### src/rtl/dmem_arbiter.sv
`default_nettype none
// ============================================================================
//  Module      : dmem_arbiter
//  Description : Two-port arbiter and access sequencer for the single-port
//                data memory. Shares the memory between the CPU datapath
//                (cpu_*) and an external requester (ext_*), running every
//                access as IDLE -> ISSUE -> [WAIT] -> RESP and returning a
//                one-cycle acknowledge to the winning port.
//
//  Ports       : clk                  - clock, rising edge
//                reset                - asynchronous reset, active low
//                cpu_req/we/addr/wdata - CPU request, held until cpu_ack
//                cpu_ack, cpu_rdata   - CPU completion pulse / read result
//                ext_req/we/addr/wdata - external request, held until ext_ack
//                ext_ack, ext_rdata   - external completion pulse / result
//                mem_addr/data/wren   - memory address, write data, write enable
//                mem_q                - memory read data
//                busy                 - a transaction is in progress
//                grant_ext            - current transaction belongs to ext
//
//  Options     : DMEM_ARB_RR_EN - when defined, ties are resolved
//                round-robin; otherwise cpu has fixed priority.
//
//  Revision    : 1.0 - initial release
// ============================================================================
module dmem_arbiter #(
    parameter int reg_width  = 12,
    parameter int addr_width = 12,
    parameter int MEM_LAT    = 1
) (
    input  logic                  clk,
    input  logic                  reset,
    input  logic                  cpu_req,
    input  logic                  cpu_we,
    input  logic [addr_width-1:0] cpu_addr,
    input  logic [reg_width-1:0]  cpu_wdata,
    output logic                  cpu_ack,
    output logic [reg_width-1:0]  cpu_rdata,
    input  logic                  ext_req,
    input  logic                  ext_we,
    input  logic [addr_width-1:0] ext_addr,
    input  logic [reg_width-1:0]  ext_wdata,
    output logic                  ext_ack,
    output logic [reg_width-1:0]  ext_rdata,
    output logic [addr_width-1:0] mem_addr,
    output logic [reg_width-1:0]  mem_data,
    output logic                  mem_wren,
    input  logic [reg_width-1:0]  mem_q,
    output logic                  busy,
    output logic                  grant_ext
);

    localparam logic [1:0] c_MEM_LAT = 2'(MEM_LAT);

    typedef enum logic [1:0] {
        S_IDLE  = 2'd0,
        S_ISSUE = 2'd1,
        S_WAIT  = 2'd2,
        S_RESP  = 2'd3
    } state_t;

    state_t                  r_state;
    state_t                  w_next;
    logic                    r_we;
    logic [1:0]              r_cnt;
    logic                    w_any_req;
    logic                    w_pick_ext;
    logic                    w_sel_we;
    logic [addr_width-1:0]   w_sel_addr;
    logic [reg_width-1:0]    w_sel_wdata;

    assign w_any_req = cpu_req | ext_req;

`ifdef DMEM_ARB_RR_EN
    // Port served by the most recent grant; ties go to the other one.
    logic r_last_ext;

    assign w_pick_ext = ext_req & (~cpu_req | ~r_last_ext);

    always_ff @(posedge clk or negedge reset) begin
        if (!reset) begin
            r_last_ext <= 1'b0;
        end else if (r_state == S_IDLE && w_any_req) begin
            r_last_ext <= w_pick_ext;
        end
    end
`else
    assign w_pick_ext = ext_req & ~cpu_req;
`endif

    assign w_sel_we    = w_pick_ext ? ext_we    : cpu_we;
    assign w_sel_addr  = w_pick_ext ? ext_addr  : cpu_addr;
    assign w_sel_wdata = w_pick_ext ? ext_wdata : cpu_wdata;

    // ------------------------------------------------------------------
    // State register
    // ------------------------------------------------------------------
    always_ff @(posedge clk or negedge reset) begin
        if (!reset) begin
            r_state <= S_IDLE;
        end else begin
            r_state <= w_next;
        end
    end

    // ------------------------------------------------------------------
    // Next-state logic
    // ------------------------------------------------------------------
    always_comb begin
        w_next = r_state;
        case (r_state)
            S_IDLE:  if (w_any_req) w_next = S_ISSUE;
            S_ISSUE: w_next = r_we ? S_RESP : S_WAIT;
            // <= 1 rather than == 1 so a zero count can never lock the FSM
            S_WAIT:  if (r_cnt <= 2'd1) w_next = S_RESP;
            S_RESP:  w_next = S_IDLE;
            default: w_next = S_IDLE;
        endcase
    end

    // ------------------------------------------------------------------
    // Registered outputs. Memory address/data are loaded at grant so they
    // are already valid during ISSUE, then simply hold afterwards.
    // ------------------------------------------------------------------
    always_ff @(posedge clk or negedge reset) begin
        if (!reset) begin
            r_we      <= 1'b0;
            r_cnt     <= 2'd0;
            mem_addr  <= '0;
            mem_data  <= '0;
            mem_wren  <= 1'b0;
            cpu_ack   <= 1'b0;
            ext_ack   <= 1'b0;
            cpu_rdata <= '0;
            ext_rdata <= '0;
            busy      <= 1'b0;
            grant_ext <= 1'b0;
        end else begin
            mem_wren <= 1'b0;
            cpu_ack  <= 1'b0;
            ext_ack  <= 1'b0;
            case (r_state)
                S_IDLE: begin
                    if (w_any_req) begin
                        grant_ext <= w_pick_ext;
                        r_we      <= w_sel_we;
                        mem_addr  <= w_sel_addr;
                        mem_data  <= w_sel_wdata;
                        mem_wren  <= w_sel_we;
                        busy      <= 1'b1;
                    end
                end
                S_ISSUE: begin
                    if (r_we) begin
                        cpu_ack <= ~grant_ext;
                        ext_ack <= grant_ext;
                    end else begin
                        r_cnt <= c_MEM_LAT;
                    end
                end
                S_WAIT: begin
                    r_cnt <= r_cnt - 2'd1;
                    if (r_cnt <= 2'd1) begin
                        if (grant_ext) begin
                            ext_rdata <= mem_q;
                        end else begin
                            cpu_rdata <= mem_q;
                        end
                        cpu_ack <= ~grant_ext;
                        ext_ack <= grant_ext;
                    end
                end
                S_RESP: begin
                    busy      <= 1'b0;
                    grant_ext <= 1'b0;
                end
                default: begin
                    busy      <= 1'b0;
                    grant_ext <= 1'b0;
                end
            endcase
        end
    end

endmodule
`default_nettype wire
### config.mk
export PLATFORM = sky130hd
export DESIGN_NAME = dmem_arbiter
export DESIGN_NICKNAME = d
export VERILOG_FILES = /design/src/rtl/dmem_arbiter.sv
export SDC_FILE = /design/constraint.sdc
export NUM_CORES = 1
export LEC_CHECK = 0
export CAP_MARGIN = 10
export CORE_UTILIZATION = 36
export CTS_BUF_LIST = sky130_fd_sc_hd__clkbuf_16
export DETAILED_ROUTE_END_ITERATION = 16
export PLACE_DENSITY_LB_ADDON = 0.3
export SLEW_MARGIN = 20
export SYNTH_ARGS = -nofsm -noshare
export SYNTH_HDL_FRONTEND = slang
export SYNTH_SLANG_ARGS = --single-unit
export TNS_END_PERCENT = 1
### constraint.sdc
create_clock -name clk -period 5.9 [get_ports clk]
set_clock_uncertainty 0.15 [all_clocks]
set_input_delay 1.18 -clock clk [delete_from_list [all_inputs] [get_ports clk]]
set_output_delay 1.18 -clock clk [all_outputs]
set_load 0.02 [all_outputs]
* After elaboration in Yosys (flattened, before gate mapping) *
Cells that the tools add are included.

storage, ports and cells
  input port bits = 66
  register bits = 58
  word-level logic and storage cells = 54
  output and inout bits = 53

operators by class
  $add $sub $neg = 1
  reduce and logical (&&, ||, !) cells = 9
  bitwise operators = 4
  muxes and demuxes = 21
  equal/unequal tests = 6
  $lt $le $gt $ge = 1

operator list
  cell                                                 count
  2-to-1 mux 12 bit                                    2
  2-to-1 mux 1 bit                                     10
  one-hot mux 1 bit (2 select lines)                   4
  one-hot mux 2 bit (4 select lines)                   1
  AND reduction 2 bit                                  4
  2-to-1 mux 2 bit                                     3
  != test 2 bit, second input constant                 3
  AND reduction 3 bit                                  2
  == test 2 bit, second input constant                 2
  one-hot mux 2 bit (2 select lines)                   1
  nonzero test 2 bit                                   2
  == test 2 x 1 -> 1 bit, second input constant        1
  <= comparator 2 x 1 -> 1 bit, second input constant  1
  zero test 2 bit                                      1
  inverter 1 bit                                       2
  subtractor 2 x 1 -> 2 bit, second input constant     1
  AND 1 bit                                            1
  bitwise OR 1 bit                                     1

* Longest topological paths before layout *
Gate-level depths: netlist of run 1.

  word-level depth = 5
  gate-level depth with buffers = 7
  mapped depth without buffers = 5

* Worst setup path before layout of run 1 *
Ideal clock, no wire load.

  kind = input to register
  start point = input cpu_req
  end point = register r_state[1]
  library setup time = 0.125 ns
  slack = 3.553 ns
  stages on the path = 3
  data arrival time = 2.072 ns
  data required time = 5.625 ns
  path buffers = 0
  path through = or3b_2 -> nand2_1 -> mux2_2

on the way
  longest elaborated chain between the ends = 3

ends and longest elaborated chain
  what                           RTL line  text
  start, declared                33        input logic cpu_req,
  bitwise OR 1 bit               72        assign w_any_req = cpu_req | ext_req;
  != test 2 bit (no line)        n/a
  AND reduction 2 bit (no line)  n/a
  end signal, assigned           102       r_state <= w_next;
  end, declared                  62        state_t r_state;

Every way passes these cells.
A chain may end at the register's enable or synchronous reset.

* Worst setup path after layout of run 1 *
  start point = input cpu_req
  end point = register mem_data[8]

on the way
  longest elaborated chain between the ends = 3
  elaborated cells between the ends (all ways) = 5
  those cells by class = mux: 1; bitwise: 3; reduce/logical: 1

ends and longest elaborated chain
  what                  RTL line  text
  inverter 1 bit        88        assign w_pick_ext = ext_req & ~cpu_req;
  AND 1 bit             88
  2-to-1 mux 12 bit     93        assign w_sel_wdata = w_pick_ext ? ext_wdata : cpu_wdata;
  end signal, assigned  148       mem_data <= w_sel_wdata;
  end, declared         46        output logic [reg_width-1:0] mem_data,

Parallel ways exist; a longest one is shown, timed or not.

==> metrics.md, run 1 <==
| Metric | Value |
|---|---|
| Status | completed |
| CP max-delay cell | nand2b_2 |
| DR vias | 1989 |
| Area delta synth->final | 60.2% |
| Hold Crit Class | reg -> reg |
| Commonest non-fill, non-tap cell in the layout | clkdlybuf4s50_1 |
| Pwr Density | 544 nW/um2 |
| Number of port buffers | 118 |
| Critical path depth | 4 |
| Final hold violation count | 0 |
| Startpoint types | input port |
| Clock tree buffer depth | 2 |
| # setup viols final | 0 |
| Syn nets | 280 |
| DRT antenna net count | 0 |
| Crit-path cells | clkdlybuf4s50_1, nand2b_2, mux2i_1, o21ai_0 |
| WP buf/inv | 1 |
| DRC Markers | 0 |
| Initial Util | 37.8% |
| Max frequency | 0.350 GHz |
| Pins over their slew limit | 0 |
| Drt initial violations | 23 |
| Cells after DPL | 413 |
| Cts hold-fix bufs | 0 |
| Nets | 401 |
| Synth Area per Inst | 12.5 um2 |
| Pin count of the biggest net entering global routing | 50 |
| GRT Util Overall | 16.9% |
| DPL Wire Length | 4.47 mm |
| Cell family with the largest share of critical-path delay | simple AND/OR/NAND/NOR gates |
| DRT Wirelength | 5.99 mm |
| Routability cong. | 0.802 |
| Worst hold path depth | 2 |
| Worst EP required | 5940 ps |
| Worst slew pin tran | 1010 ps |
| Final Power | 0.00226 W |
| Ys Warns | 0 |
| CP Data Arrival Time | 2900 ps |
| Post-Syn Area | 2590 um2 |
| Fillcell total | 559 |
| DR vias/cell | 4.63 |
| CTS tree | done |
| Tmin final | 2860 ps |
| # Max-Cap Violations | 0 |
| Final Cycle Share | 48.4% |
| Post-CTS resize count | 0 |
| Final setup TNS | 0 ps |
| Crit path largest cell delay | 710 ps |
| Reg2Reg Depth | 5 |
| Initial antenna violation count | 0 |
| Worst ir drop on vdd | 239 uV |
| Top Ports | 119 |
| Overflow after GRT | 0 |
| Post-synthesis register bit count | 58 |
| DR WL/cell | 13.9 um |
| H-tree levels | 3 |
| Clk slew on worst S/H paths | 50 ps |
| CTS root buffer | clkbuf_16 |
| Critical path class | in -> reg |
| Cell variety after synth | 31 |
| Min Hold Slack | 326 ps |
| First-pass GRT wire length | 9.45 mm |
| Core outline area | 6870 um2 |
| First-pass detailed-route iteration total | 4 |
| Layout Cells excl Fill | 430 |
| Clock sinks | 58 |
| Most used cells in the layout excluding fill and tap cells | clkdlybuf4s50_1 (117), dfrtp_1 (58), nand2_1 (29), o21ai_0 (27), mux2i_1 (24) |
| Die Ht | 86.9 um |
| RSZ-0062 raised after global routing | no |
| Vias in the first global route | 1974 |
| Std-Cell Rows | 30 |
| Max-slew headroom | 32.1% |
| Die footprint | 7550 um2 |
| Die width | 86.9 um |
| Post CTS Setup Buffer Count | 0 |
| Instance count of the mapped netlist | 208 |
| Sequential area share after synthesis | 55.9% |
| LEAKAGE | 1.89 nW |
| CTS Buf Count | 9 |
| ANT cells | 0 |
| CP max FO | 25 |
| Layout cells sized above 1 | 15.6% |
| Clock Latency Late Sink | 320 ps |
| Crit end category | flop |
## registers in the layout, summed over array words and instances, names as in the netlist, 2 cells and up
register,flops
cpu_rdata,12
ext_rdata,12
mem_addr,12
mem_data,12
r_cnt,2
r_state,2
## layout make-up
type / count / area [um2] / share of cell area [%]
flip-flops and latches: 58 / 1450 / 34.9
repair buffers: 120 / 1210 / 29.1
multi-input cells: 134 / 1080 / 26.0
clock buffers: 9 / 225 / 5.42
well taps: 96 / 120 / 2.89
clock inverters: 7 / 46.3 / 1.11
inverters: 6 / 22.5 / 0.542
## cell usage after synthesis
cell type   n  area (um2)
nand2_1    29         109
mux2_2     16         180
o2bb2ai_1   1        8.76
and2_1      1        6.26
mux2i_1    24         240
a2bb2oi_1   1        8.76
clkbuf_1    4        15.0
nand3b_1    2        15.0
o2111a_1    2        22.5
nor2_1      1        3.75
o32ai_1     1        8.76
inv_1       5        18.8
buf_6       1        11.3
mux2_4     10         150
buf_4       3        22.5
or3_4       1        11.3
or3b_2      1        8.76
ha_1        6        75.1
a31oi_1     1        6.26
inv_2       1        3.75
a32o_1      1        10.0
a21bo_2     1        10.0
nor3_1      1        5.00
o21ai_0    28         140
o211ai_1    1        7.51
nor2b_1     1        6.26
nand2b_1    2        12.5
o22a_1      1        8.76
buf_2       2        10.0
dfrtp_1    58        1450
o21a_1      1        7.51
## cell families after synthesis
group                    share of synthesized area (%)
flip-flops                                        55.9
multiplexers                                      22.0
adder cells (fa/ha/maj)                           2.89
AND/OR/NAND/NOR                                   6.85
buffers and inverters                             3.13
AO/OA/AOI/OAI                                     9.21
## final timing paths
| check | slack (ps) | from | endpoint |
|---|---|---|---|
| hold / removal | 330 | mem_data[10] | mem_data[10] |
| setup / recovery | 3040 | cpu_req | mem_data[8] |
| min in group asynchronous | 640 | reset | cpu_rdata[1] |
| setup reg to reg | 3450 | r_state[0] | cpu_rdata[0] |
| max in group asynchronous | 4100 | reset | cpu_rdata[8] |
| hold reg to reg | 330 | mem_data[10] | mem_data[10] |
## metrics by stage
stage	utilization (%)	cell area (um2)	worst slack [ps]
finish	60.5	4160	3040
global placement	56.2	3860	2720
floorplan	-	2590	3550
detailed placement	56.2	3860	2630
global route	60.5	4160	2920
CTS	60.1	4130	2970
## worst min-delay path, delay by kind of cell, from the launching register on
kind,cells,cell delay (ps)
AO/OA/AOI/OAI,1,60
flip-flops,1,340
AND/OR/NAND/NOR,1,40
## where the power goes
group	leakage, nW	total, W	switching [W]	internal [W]
Clock	0.127	0.000459	0.000178	0.000281
Combinational	1.06	0.00110	0.000518	0.000577
Sequential	0.704	0.000706	0.000109	0.000597
Total	1.89	0.00226	0.000805	0.00145
## layer usage
| layer | share of wire (%) | wire (um) | global-route usage [%] |
|---|---|---|---|
| met2 | 48 | 2900 | 27.2 |
| met5 | 0 | 0 | 0 |
| met4 | 2.2 | 131 | 7.58 |
| met3 | 5.8 | 347 | 5.50 |
| met1 | 44 | 2610 | 20.8 |
Power figures use the tool's default switching activity.
==> run 2: changes to the inputs <==
==> constraint.sdc (replaced) <==
create_clock -name clk -period 2.7 [get_ports clk]
set_clock_uncertainty 0.15 [all_clocks]
set_input_delay 0.54 -clock clk [delete_from_list [all_inputs] [get_ports clk]]
set_output_delay 0.54 -clock clk [all_outputs]
set_load 0.02 [all_outputs]
==> run 2 against run 1 <==
Utilization up 0.42 points. Sequential power rose by 120%. Final area rose by 0.69%. Sequential share of layout area is 0.24 points lower. Highest routed layer unchanged. Non-clock buffer count rose by 3. Via count fell by 0.30%. Clock power is 130% higher. Cell count increased by 0.23%. Hold slack lost 110 ps. Combinational power increased by 120%.
==> metrics.md, run 2 (synthesis gave the netlist of run 1 again) <==
| Metric | Value |
|---|---|
| DRT Wirelength | 5.94 mm |
| DRT antenna net count | 0 |
| Pins over their slew limit | 0 |
| Clock sinks | 58 |
| H-tree levels | 3 |
| DRC Markers | 0 |
| Initial antenna violation count | 0 |
| CTS Buf Count | 9 |
| DPL Wire Length | 4.28 mm |
| Fillcell total | 566 |
| Core outline area | 6870 um2 |
| Register Area | 1450 um2 |
| # setup viols final | 0 |
| Clock Latency Late Sink | 310 ps |
| DR vias/cell | 4.60 |
| Die width | 86.9 um |
| Commonest non-fill, non-tap cell in the layout | clkdlybuf4s50_1 |
| ANT cells | 0 |
| Die footprint | 7550 um2 |
| Most used cells in the layout excluding fill and tap cells | clkdlybuf4s50_1 (117), dfrtp_1 (58), nand2_1 (29), o21ai_0 (27), mux2i_1 (24) |
| Final hold violation count | 0 |
| GRT Util Overall | 16.5% |
| Overflow after GRT | 0 |
| Status | completed |
| Std-Cell Rows | 30 |
| Initial Util | 37.8% |
| Final setup TNS | 0 ps |
| Layout cells sized above 1 | 15.2% |
| Fin area | 4190 um2 |
| Tmin final | 2180 ps |
| Cts hold-fix bufs | 0 |
| Routability cong. | 0.739 |
| First-pass detailed-route iteration total | 4 |
| Final Power | 0.00498 W |
| CTS tree | done |
| Startpoint types | flop |
| Die Ht | 86.9 um |
| Min Hold Slack | 213 ps |
| Max-slew headroom | 51.5% |
| Final WS setup | 522 ps |
| First-pass GRT wire length | 9.33 mm |
| Clk slew on worst S/H paths | 50 ps |
| Critical path class | reg -> reg |
| DR WL/cell | 13.8 um |
| Max frequency | 0.459 GHz |
| Worst slew pin tran | 727 ps |
| Vias in the first global route | 1917 |
| Area of the multi-input gates | 1080 um2 |
| DR vias | 1983 |
| CP max FO | 8 |
| RSZ-0062 raised after global routing | no |
| CTS root buffer | clkbuf_16 |
| Area delta synth->final | 61.3% |
| Drt initial violations | 47 |
| CP Data Arrival Time | 2220 ps |
| Worst EP required | 2740 ps |
| Pre-CTS setup slack | 335 ps |
| Post-CTS resize count | 0 |
| Pwr Density | 1190 nW/um2 |
| Number of port buffers | 118 |
| Post CTS Setup Buffer Count | 0 |
| Nets | 404 |
| Pin count of the biggest net entering global routing | 59 |
| DP Area | 3910 um2 |
| # Max-Cap Violations | 0 |
| LEAKAGE | 1.92 nW |
| Crit end category | flop |
| Worst ir drop on vdd | 677 uV |
| Hold Crit Class | in -> async |
| Clock tree buffer depth | 2 |
| Final Cycle Share | 80.7% |
| Top Ports | 119 |
==> run 2: cell types whose count changed in the layout (fill, tap and decap cells not counted) <==
| cell | change |
|---|---|
| buf_12 | +2 |
| buf_16 | -1 |
| buf_4 | +2 |
| bufinv_16 | +1 |
| clkinv_1 | +2 |
| clkinv_2 | -1 |
| clkinv_4 | -1 |
| clkinvlp_4 | -3 |
==> run 2: per-stage QoR <==
step                      instances  utilization [%]
after floorplan                 208                -
after global placement          417             57.0
after detailed placement        417             57.0
after CTS                       431             60.9
after global routing            431             60.9
final                           431             60.9
==> run 2: layer usage <==
metal,GRT usage (%),wire [um]
met5,0,0
met4,8.79,131
met3,4.55,380
met2,26.0,2870
met1,20.8,2560
==> run 2: final cells by class <==
class	instances	share of cell area, %
Inverter	6	0.538
Sequential cell	58	34.7
Tap cell	96	2.87
Multi-Input combinational cell	134	25.8
Clock inverter	5	1.14
Timing Repair Buffer	123	29.6
Clock buffer	9	5.38
==> run 2: worst max-delay path, cell delays in order, from the launching register on <==
cell	delay [ps]
dfrtp_1	410
inv_1	150
ha_1	380
or3b_2	520
nand2_1	110
mux2_2	340
==> run 2: worst paths after layout <==
kind	start	to	slack (ps)	cells after the start
max reg2reg	r_state[0]	r_state[1]	520	5
min in group clk	mem_data[8]	mem_data[8]	330	2
max in group asynchronous	reset	mem_addr[9]	1690	2
max	r_state[0]	r_state[1]	520	5
min reg2reg	mem_data[8]	mem_data[8]	330	2
min	reset	cpu_rdata[4]	210	2
==> run 2: where the power goes <==
group          internal, W  switching (W)  total [W]
clock network     0.000691       0.000345    0.00104
registers          0.00131       0.000240    0.00154
logic              0.00127        0.00114    0.00240
total              0.00326        0.00172    0.00498
